==> src/rtl/matrix_line_packer_if.sv <==
// Element stream and line-memory write bus for matrix_line_packer.
// slave: packer side (consumes s_*, drives s_ready and w_*); master: feeder/memory side.
interface matrix_line_packer_if #(
  parameter int DATA_WIDTH = 256,
  parameter int ADDR_WIDTH = 10,
  parameter int ELEM_WIDTH = 16
);
  logic                  s_valid;
  logic                  s_ready;
  logic [ELEM_WIDTH-1:0] s_data;
  logic                  s_last;
  logic                  w_en;
  logic [ADDR_WIDTH-1:0] w_addr;
  logic [DATA_WIDTH-1:0] w_data;

  modport slave (
    input  s_valid, s_data, s_last,
    output s_ready, w_en, w_addr, w_data
  );

  modport master (
    output s_valid, s_data, s_last,
    input  s_ready, w_en, w_addr, w_data
  );
endinterface

==> src/rtl/matrix_line_packer.sv <==
// Packs DATA_WIDTH/ELEM_WIDTH stream elements into one memory line per write.
// Ports: clk, rst_n, bus (stream in / line write out), start/base_addr/num_lines
// job control, busy/done status. MATRIX_PACKER_ZERO_PAD_EN enables s_last
// early line end plus the lines_written output.
module matrix_line_packer #(
  parameter int DATA_WIDTH = 256,
  parameter int ADDR_WIDTH = 10,
  parameter int ELEM_WIDTH = 16
) (
  input  logic                  clk,
  input  logic                  rst_n,
  matrix_line_packer_if.slave   bus,
  input  logic                  start,
  input  logic [ADDR_WIDTH-1:0] base_addr,
  input  logic [ADDR_WIDTH:0]   num_lines,
`ifdef MATRIX_PACKER_ZERO_PAD_EN
  output logic [ADDR_WIDTH:0]   lines_written,
`endif
  output logic                  busy,
  output logic                  done
);

  localparam int LANES = DATA_WIDTH / ELEM_WIDTH;
  localparam int LW = (LANES > 1) ? $clog2(LANES) : 1;
  localparam logic [LW-1:0] LAST_LANE = LW'(LANES - 1);

  localparam logic [1:0] S_IDLE  = 2'd0;
  localparam logic [1:0] S_FILL  = 2'd1;
  localparam logic [1:0] S_WRITE = 2'd2;
  localparam logic [1:0] S_DONE  = 2'd3;

  logic [1:0]            state_q, state_d;
  logic [ADDR_WIDTH-1:0] base_q, base_d;
  logic [ADDR_WIDTH:0]   num_q, num_d;
  logic [ADDR_WIDTH:0]   line_q, line_d;
  logic [LW-1:0]         lane_q, lane_d;
  logic [DATA_WIDTH-1:0] buf_q, buf_d;
  logic                  w_en_q, w_en_d;
  logic [ADDR_WIDTH-1:0] w_addr_q, w_addr_d;
  logic [DATA_WIDTH-1:0] w_data_q, w_data_d;
  logic                  busy_q, busy_d;
  logic                  done_q, done_d;
  logic                  end_line;
  logic                  fin;

`ifdef MATRIX_PACKER_ZERO_PAD_EN
  logic                  last_q, last_d;
  logic [ADDR_WIDTH:0]   lw_q, lw_d;
  assign lines_written = lw_q;
`else
  logic                  unused_s_last;
  assign unused_s_last = bus.s_last;
`endif

  assign bus.s_ready = (state_q == S_FILL);
  assign bus.w_en    = w_en_q;
  assign bus.w_addr  = w_addr_q;
  assign bus.w_data  = w_data_q;
  assign busy        = busy_q;
  assign done        = done_q;

  always_comb begin
    state_d  = state_q;
    base_d   = base_q;
    num_d    = num_q;
    line_d   = line_q;
    lane_d   = lane_q;
    buf_d    = buf_q;
    w_addr_d = w_addr_q;
    w_data_d = w_data_q;
    end_line = 1'b0;
    fin      = 1'b0;
`ifdef MATRIX_PACKER_ZERO_PAD_EN
    last_d   = last_q;
    lw_d     = lw_q;
`endif
    unique case (1'b1)
      (state_q == S_IDLE): begin
        if (start) begin
          base_d = base_addr;
          num_d  = num_lines;
          line_d = '0;
          lane_d = '0;
          buf_d  = '0;
`ifdef MATRIX_PACKER_ZERO_PAD_EN
          last_d = 1'b0;
          lw_d   = '0;
`endif
          state_d = (num_lines == '0) ? S_DONE : S_FILL;
        end
      end
      (state_q == S_FILL): begin
        if (bus.s_valid) begin
          buf_d[lane_q*ELEM_WIDTH +: ELEM_WIDTH] = bus.s_data;
          lane_d   = lane_q + 1'b1;
          end_line = (lane_q == LAST_LANE);
`ifdef MATRIX_PACKER_ZERO_PAD_EN
          // Untouched upper lanes are already zero: buffer clears per line.
          end_line = end_line | bus.s_last;
          last_d   = bus.s_last;
`endif
          if (end_line) begin
            state_d  = S_WRITE;
            lane_d   = '0;
            w_data_d = buf_d;
            w_addr_d = base_q + line_q[ADDR_WIDTH-1:0];
          end
        end
      end
      (state_q == S_WRITE): begin
        line_d = line_q + 1'b1;
        lane_d = '0;
        buf_d  = '0;
        fin    = (line_d == num_q);
`ifdef MATRIX_PACKER_ZERO_PAD_EN
        lw_d = lw_q + 1'b1;
        fin  = fin | last_q;
`endif
        state_d = fin ? S_DONE : S_FILL;
      end
      default: begin
        state_d = S_IDLE;
      end
    endcase
    w_en_d = (state_d == S_WRITE);
    done_d = (state_d == S_DONE);
    busy_d = (state_d != S_IDLE);
  end

  always_ff @(posedge clk or negedge rst_n) begin
    if (!rst_n) begin
      state_q  <= S_IDLE;
      base_q   <= '0;
      num_q    <= '0;
      line_q   <= '0;
      lane_q   <= '0;
      buf_q    <= '0;
      w_en_q   <= 1'b0;
      w_addr_q <= '0;
      w_data_q <= '0;
      busy_q   <= 1'b0;
      done_q   <= 1'b0;
    end else begin
      state_q  <= state_d;
      base_q   <= base_d;
      num_q    <= num_d;
      line_q   <= line_d;
      lane_q   <= lane_d;
      buf_q    <= buf_d;
      w_en_q   <= w_en_d;
      w_addr_q <= w_addr_d;
      w_data_q <= w_data_d;
      busy_q   <= busy_d;
      done_q   <= done_d;
    end
  end

`ifdef MATRIX_PACKER_ZERO_PAD_EN
  always_ff @(posedge clk or negedge rst_n) begin
    if (!rst_n) begin
      last_q <= 1'b0;
      lw_q   <= '0;
    end else begin
      last_q <= last_d;
      lw_q   <= lw_d;
    end
  end
`endif

endmodule

==> src/flat_wrapper.sv <==
// flat-port wrapper written by rule: the top's interface ports become plain ports
module matrix_line_packer_flat 
#(
  parameter int DATA_WIDTH = 256,
  parameter int ADDR_WIDTH = 10,
  parameter int ELEM_WIDTH = 16
)
  (clk, rst_n, start, base_addr, num_lines, busy, done, bus_s_valid, bus_s_data, bus_s_last, bus_s_ready, bus_w_en, bus_w_addr, bus_w_data);
  matrix_line_packer_if #(.DATA_WIDTH(DATA_WIDTH), .ADDR_WIDTH(ADDR_WIDTH), .ELEM_WIDTH(ELEM_WIDTH)) bus_i ();
  input  logic clk;
  input  logic rst_n;
  input  logic start;
  input  logic [ADDR_WIDTH-1:0] base_addr;
  input  logic [ADDR_WIDTH:0] num_lines;
  output logic busy;
  output logic done;
  input wire logic [$bits(bus_i.s_valid)-1:0] bus_s_valid;
  input wire logic [$bits(bus_i.s_data)-1:0] bus_s_data;
  input wire logic [$bits(bus_i.s_last)-1:0] bus_s_last;
  output wire logic [$bits(bus_i.s_ready)-1:0] bus_s_ready;
  output wire logic [$bits(bus_i.w_en)-1:0] bus_w_en;
  output wire logic [$bits(bus_i.w_addr)-1:0] bus_w_addr;
  output wire logic [$bits(bus_i.w_data)-1:0] bus_w_data;
  assign bus_i.s_valid = bus_s_valid;
  assign bus_i.s_data = bus_s_data;
  assign bus_i.s_last = bus_s_last;
  assign bus_s_ready = bus_i.s_ready;
  assign bus_w_en = bus_i.w_en;
  assign bus_w_addr = bus_i.w_addr;
  assign bus_w_data = bus_i.w_data;
  matrix_line_packer #(.DATA_WIDTH(DATA_WIDTH), .ADDR_WIDTH(ADDR_WIDTH), .ELEM_WIDTH(ELEM_WIDTH)) u_core (.clk(clk), .rst_n(rst_n), .bus(bus_i), .start(start), .base_addr(base_addr), .num_lines(num_lines), .busy(busy), .done(done));
endmodule
==> config.mk <==
export PLATFORM = sky130hd
export DESIGN_NAME = matrix_line_packer_flat
export DESIGN_NICKNAME = d
export VERILOG_FILES = /design/src/rtl/matrix_line_packer_if.sv /design/src/rtl/matrix_line_packer.sv /design/src/flat_wrapper.sv
export SDC_FILE = /design/constraint.sdc
export NUM_CORES = 1
export LEC_CHECK = 0
export CAP_MARGIN = 20
export CORE_UTILIZATION = 50
export DETAILED_ROUTE_END_ITERATION = 16
export GPL_TIMING_DRIVEN = 0
export PLACE_DENSITY = 0.71
export SYNTH_ARGS = -nofsm -noshare
export SYNTH_HDL_FRONTEND = slang
export SYNTH_SLANG_ARGS = --single-unit
==> constraint.sdc <==
create_clock -name clk -period 6.4 [get_ports clk]
set_input_delay 0.96 -clock clk [delete_from_list [all_inputs] [get_ports clk]]
set_output_delay 0.96 -clock clk [all_outputs]
set_load 0.05 [all_outputs]
=== After elaboration in Yosys (flattened, before gate mapping) ===
Cells that the tools add are included.
W data, S select, Z words.

* Add/subtract/negate cells: 4
* Eq/ne operators: 8
* Shift operators: 2
* Multiplexer cells: 16
* Reduce and logical (&&, ||, !) cells: 9

{| class="wikitable"
|+ Operators with widths
! operator !! number
|-
| $pmux W256 S3 || 1
|-
| $mux W256 || 2
|-
| $bwmux W256 || 1
|-
| $shift A16 B34 Y256 const A || 1
|-
| $shiftx A16 B34 Y256 || 1
|-
| $neg A8 Y34 || 1
|-
| $pmux W11 S2 || 1
|-
| $mux W4 || 3
|-
| $pmux W4 S3 || 1
|-
| $add A11 B1 Y11 const B || 1
|-
| $eq A11 B11 Y1 || 1
|-
| $logic_not A11 Y1 || 1
|-
| $mux W11 || 1
|-
| $add A10 B10 Y10 || 1
|-
| $mux W2 || 5
|-
| $eq A2 B2 Y1 const B || 3
|-
| $pmux W2 S3 || 1
|-
| $reduce_and A3 Y1 || 2
|-
| $add A4 B1 Y4 const B || 1
|-
| $eq A4 B4 Y1 const B || 1
|-
| $ne A2 B2 Y1 const B || 2
|-
| $reduce_and A2 Y1 || 2
|-
| $reduce_bool A2 Y1 || 2
|-
| $reduce_bool A3 Y1 || 1
|-
| other kinds (2) || 2
|}

* Register bits: 563
* Input port bits: 42
* Logic and storage cells: 50

=== Longest topological paths before layout ===
* Depth after elaboration: 5
* Gate-level depth with buffers: 13
* Mapped depth without buffers: 9

=== Worst setup path after synthesis ===
No wires, ideal clock.

* Kind: flip-flop to flip-flop
* Start point: register u_core.state_q[0]
* End point: register u_core.w_data_q[106], in the netlist u_core.bus.w_data[106]
* Library setup time: 0.133 ns
* Arrival: 2.507 ns
* Required time: 6.267 ns
* Slack: 3.760 ns
* Stages on the path, launching flop included: 10
* Path buffers: 4
* Clock period less this slack: 2.640 ns
* Cell sequence: dfrtp_1 > nor2b_1 > and2_1 > nand2b_1 > buf_2 > clkbuf_1 > clkbuf_1 > clkbuf_1 > nand2_1 > o21ai_0

* Cells in the longest elaborated chain, start to end: 2

{| class="wikitable"
|+ Ends and longest elaborated chain
! item !! line !! RTL
|-
| from (decl) || matrix_line_packer.sv:32 || <nowiki>logic [1:0] state_q, state_d;</nowiki>
|-
| from (signal assigned) || matrix_line_packer.sv:144 || <nowiki>state_q <= state_d;</nowiki>
|-
| $eq A2 B1 Y1 || -- ||
|-
| net bus_s_ready || flat_wrapper.sv:20 || <nowiki>output wire logic [$bits(bus_i.s_ready)-1:0] bus_s_ready;</nowiki>
|-
| $reduce_and A3 Y1 (no line) || -- ||
|-
| to (signal assigned) || matrix_line_packer.sv:152 || <nowiki>w_data_q <= w_data_d;</nowiki>
|-
| to (decl) || matrix_line_packer.sv:40 || <nowiki>logic [DATA_WIDTH-1:0] w_data_q, w_data_d;</nowiki>
|}

The timed path passes the listed nets, and every way through them passes these cells.
A chain may end at the register's enable or synchronous reset.

=== Worst setup path after layout ===
* Start point: input bus_s_valid
* End point: register u_core.w_data_q[87], in the netlist u_core.bus.w_data[87]

* Cells in the longest elaborated chain, start to end: 1

{| class="wikitable"
|+ Ends and longest elaborated chain
! item !! line !! RTL
|-
| from (decl) || flat_wrapper.sv:17 || <nowiki>input wire logic [$bits(bus_i.s_valid)-1:0] bus_s_valid;</nowiki>
|-
| $reduce_and A3 Y1 (no line) || -- ||
|}

Every way passes these cells.

==> impl_metrics.tcl <==
set metrics [dict create \
    crit_required_ns 6.91 \
    cts_tree "done" \
    leakage_nw 12.6 \
    via_count 21900 \
    io_pins 312 \
    rsz0062_at_grt "no" \
    synth-edff-count 0 \
    hpwl_um 60000 \
    detail-route-antenna-nets 0 \
    clkTransAtPathRegs_ns 0.06 \
    area_delta_synth_final_pct 24.8 \
    finalCritPeriodShare_pct 64.5 \
    period_minus_slack_ns 4.13 \
    overflow 0 \
    syn_avg_cell_area_um2 9.47 \
    powerDensity_nw_per_um2 430 \
    synth-async-reset-ratio_pct 100 \
    hold_viol 0 \
    yosys.cell_types.count 55 \
    arrival_ns 4.64 \
    yosysWarningCount 0 \
    fin_cells 3700 \
    fmax_mhz 242 \
    first_iter_violations 2219 \
    hold_ws_ns 0.310 \
    nFillCells 4066 \
    ys_seq_area_share_pct 56.9 \
    slew_violations 0 \
    synth_top_area_share_pct 56.9 \
    clock_skew_ns 0.0197 \
    timing.final.ws_setup_ns 2.27 \
    numCtsBuffers 58 \
    design.core.area_um2 49000 \
    grt_use_total_pct 32.8 \
    fin_setup_tns_ns 0 \
    drcViolationCount 0 \
    rows 81 \
    postCtsHoldBufs 0 \
    die_h_um 225 \
    wirelength_um 82900 \
    layout-drive-gt1-share_pct 5.67 \
    status "finished clean" \
    first_pass_iters 7 \
    root_buffer "clkbuf_16" \
    r2r_slack_ns 2.39 \
    netlist_instances 2616 \
    maxSlewHeadroom_pct 23.2 \
    gp_congestion 0.908 \
    fin_nets 3042 \
    cts_setup_buffers 0 \
    synth_flop_cell "dfrtp_1" \
    cts_sinks 563 \
    min_path_type "in2async" \
    tightest_slew_ns 1.15 \
    worstSetupEndpointType "flip-flop" \
    avgViaCountPerCell 5.92 \
    yosysMostFrequentCell "dfrtp_1" \
    maxCapViolations 0 \
    h-tree-depth 2 \
    start_util_pct 50.6 \
    grt_max_degree 131 \
    wl_per_cell_um 22.4 \
    antenna_found_initial 4 \
    worstSetupPathType "in2reg" \
    grt_pass1_vias 21300 \
    diodes 0 \
    dp_slack_ns 1.74 \
    synth_top_cells_by_count "563 x dfrtp_1, 502 x o21ai_0, 378 x nand2_1, 291 x nand3_1, 160 x clkbuf_1" \
    ys_ff_latch 563 \
    cp_max_fo 10 \
    synthesis.nets 2672 \
    synth_area_leaders "dfrtp_1 57%, o21ai_0 10%, nand3_1 5.9%, nand2_1 5.7%, mux2i_1 4.8%" \
    grt_pass1_wl_um 126000 \
    worstSkewPairLatency_ns 0.62 \
    utilization_pct 63.2 \
    cts_resized 0 \
    vdd_drop_max_v 0.000389 \
    start_kind "input pin" \
    fp.dieArea_um2 50400 \
    io_buffer_count 303 \
    cts_buffer_depth 3 \
    die_w_um 225 \
    syn-cell-area_um2 24800 \
    dp.cells 3589 \
    setup_violations 0 \
    synth_top_cell_by_area "dfrtp_1" \
]
## stage by stage
step,total power (W),instance area [um^2]
after floorplan,0.00777,24800
after global placement,0.00941,28600
after detailed placement,0.00952,28800
after CTS,0.0132,30900
after global routing,0.0139,30900
final,0.0133,30900
## routing by layer
| layer | global-route usage (%) | vias to the layer above | part of all wire, % |
|---|---|---|---|
| met5 | 0 | - | 0.021 |
| met4 | 13.7 | 4 | 4.0 |
| met3 | 7.04 | 186 | 7.9 |
| met2 | 51.3 | 975 | 46 |
| met1 | 44.5 | 11000 | 42 |
| li1 | - | 9789 | - |
## kinds of logic (layout without fill, tap and decap cells)
logic type	after synthesis	in the layout	synth area share (%)
AND/OR/NAND/NOR	963	963	17.6
AO/OA/AOI/OAI	684	684	14.4
flip-flops	563	563	56.9
buffers and inverters	228	648	3.79
multiplexers	139	139	5.72
XOR/XNOR	25	25	0.884
adder cells (fa/ha/maj)	14	14	0.738
## report_power, final
group | internal, W | leakage, nW | total (W) | switching (W)
Combinational | 0.00141 | 3.83 | 0.00478 | 0.00337
Sequential | 0.00429 | 7.75 | 0.00479 | 0.000504
Clock | 0.00225 | 1.04 | 0.00373 | 0.00148
## final timing paths
check                                              startpoint                            endpoint  cells after the start
setup / recovery                                  bus_s_valid   u_core.bus.w_data[87]$_DFFE_PN0P_                     10
hold / removal                                          rst_n  u_core.bus.w_data[179]$_DFFE_PN0P_                      1
hold reg to reg            u_core.bus.w_data[169]$_DFFE_PN0P_  u_core.bus.w_data[169]$_DFFE_PN0P_                      2
setup reg to reg                  u_core.state_q[0]$_DFF_PN0_   u_core.bus.w_data[87]$_DFFE_PN0P_                     10
max in group asynchronous                               rst_n  u_core.bus.w_data[214]$_DFFE_PN0P_                      3
min in group clk           u_core.bus.w_data[169]$_DFFE_PN0P_  u_core.bus.w_data[169]$_DFFE_PN0P_                      2
## critical path, stage by stage
cell	delay (ns)
clkdlybuf4s50_1	0.46
and2_1	0.24
nand2b_1	0.44
buf_2	0.47
clkbuf_1	0.46
buf_8	0.24
clkbuf_1	0.65
clkbuf_1	0.47
nand2_1	0.10
o21ai_0	0.11
## placed cells by master, fill, tap and decap left out, types with 38 or more instances in the layout
cell,synthesis,layout
dfrtp_1,563,563
o21ai_0,502,502
nand2_1,378,378
clkdlybuf4s50_1,0,302
nand3_1,291,291
clkbuf_1,160,172
nor2_1,159,159
mux2i_1,119,119
a21oi_1,112,112
clkbuf_16,0,61
a31oi_1,38,38
## flip-flops by register name (all words and copies together), names as in the netlist
name	flops
u_core.base_q	10
u_core.state_q	2
u_core.lane_q	4
u_core.bus.w_en	1
u_core.done	1
u_core.bus.w_data	256
u_core.buf_q	256
u_core.line_q	11
u_core.bus.w_addr	10
u_core.busy	1
u_core.num_q	11
## cell type report
type                            count  area (um^2)  area share [%]
Buffer                            218          902            2.92
Clock buffer                       85         1740            5.62
Clock inverter                     25          384            1.24
Inverter                           10         37.5           0.121
Multi-Input combinational cell   1825         9740            31.5
Sequential cell                   563        14100            45.6
Tap cell                          664          831            2.69
Timing Repair Buffer              310         3200            10.4
No activity file was read; power rests on OpenSTA's default activity.
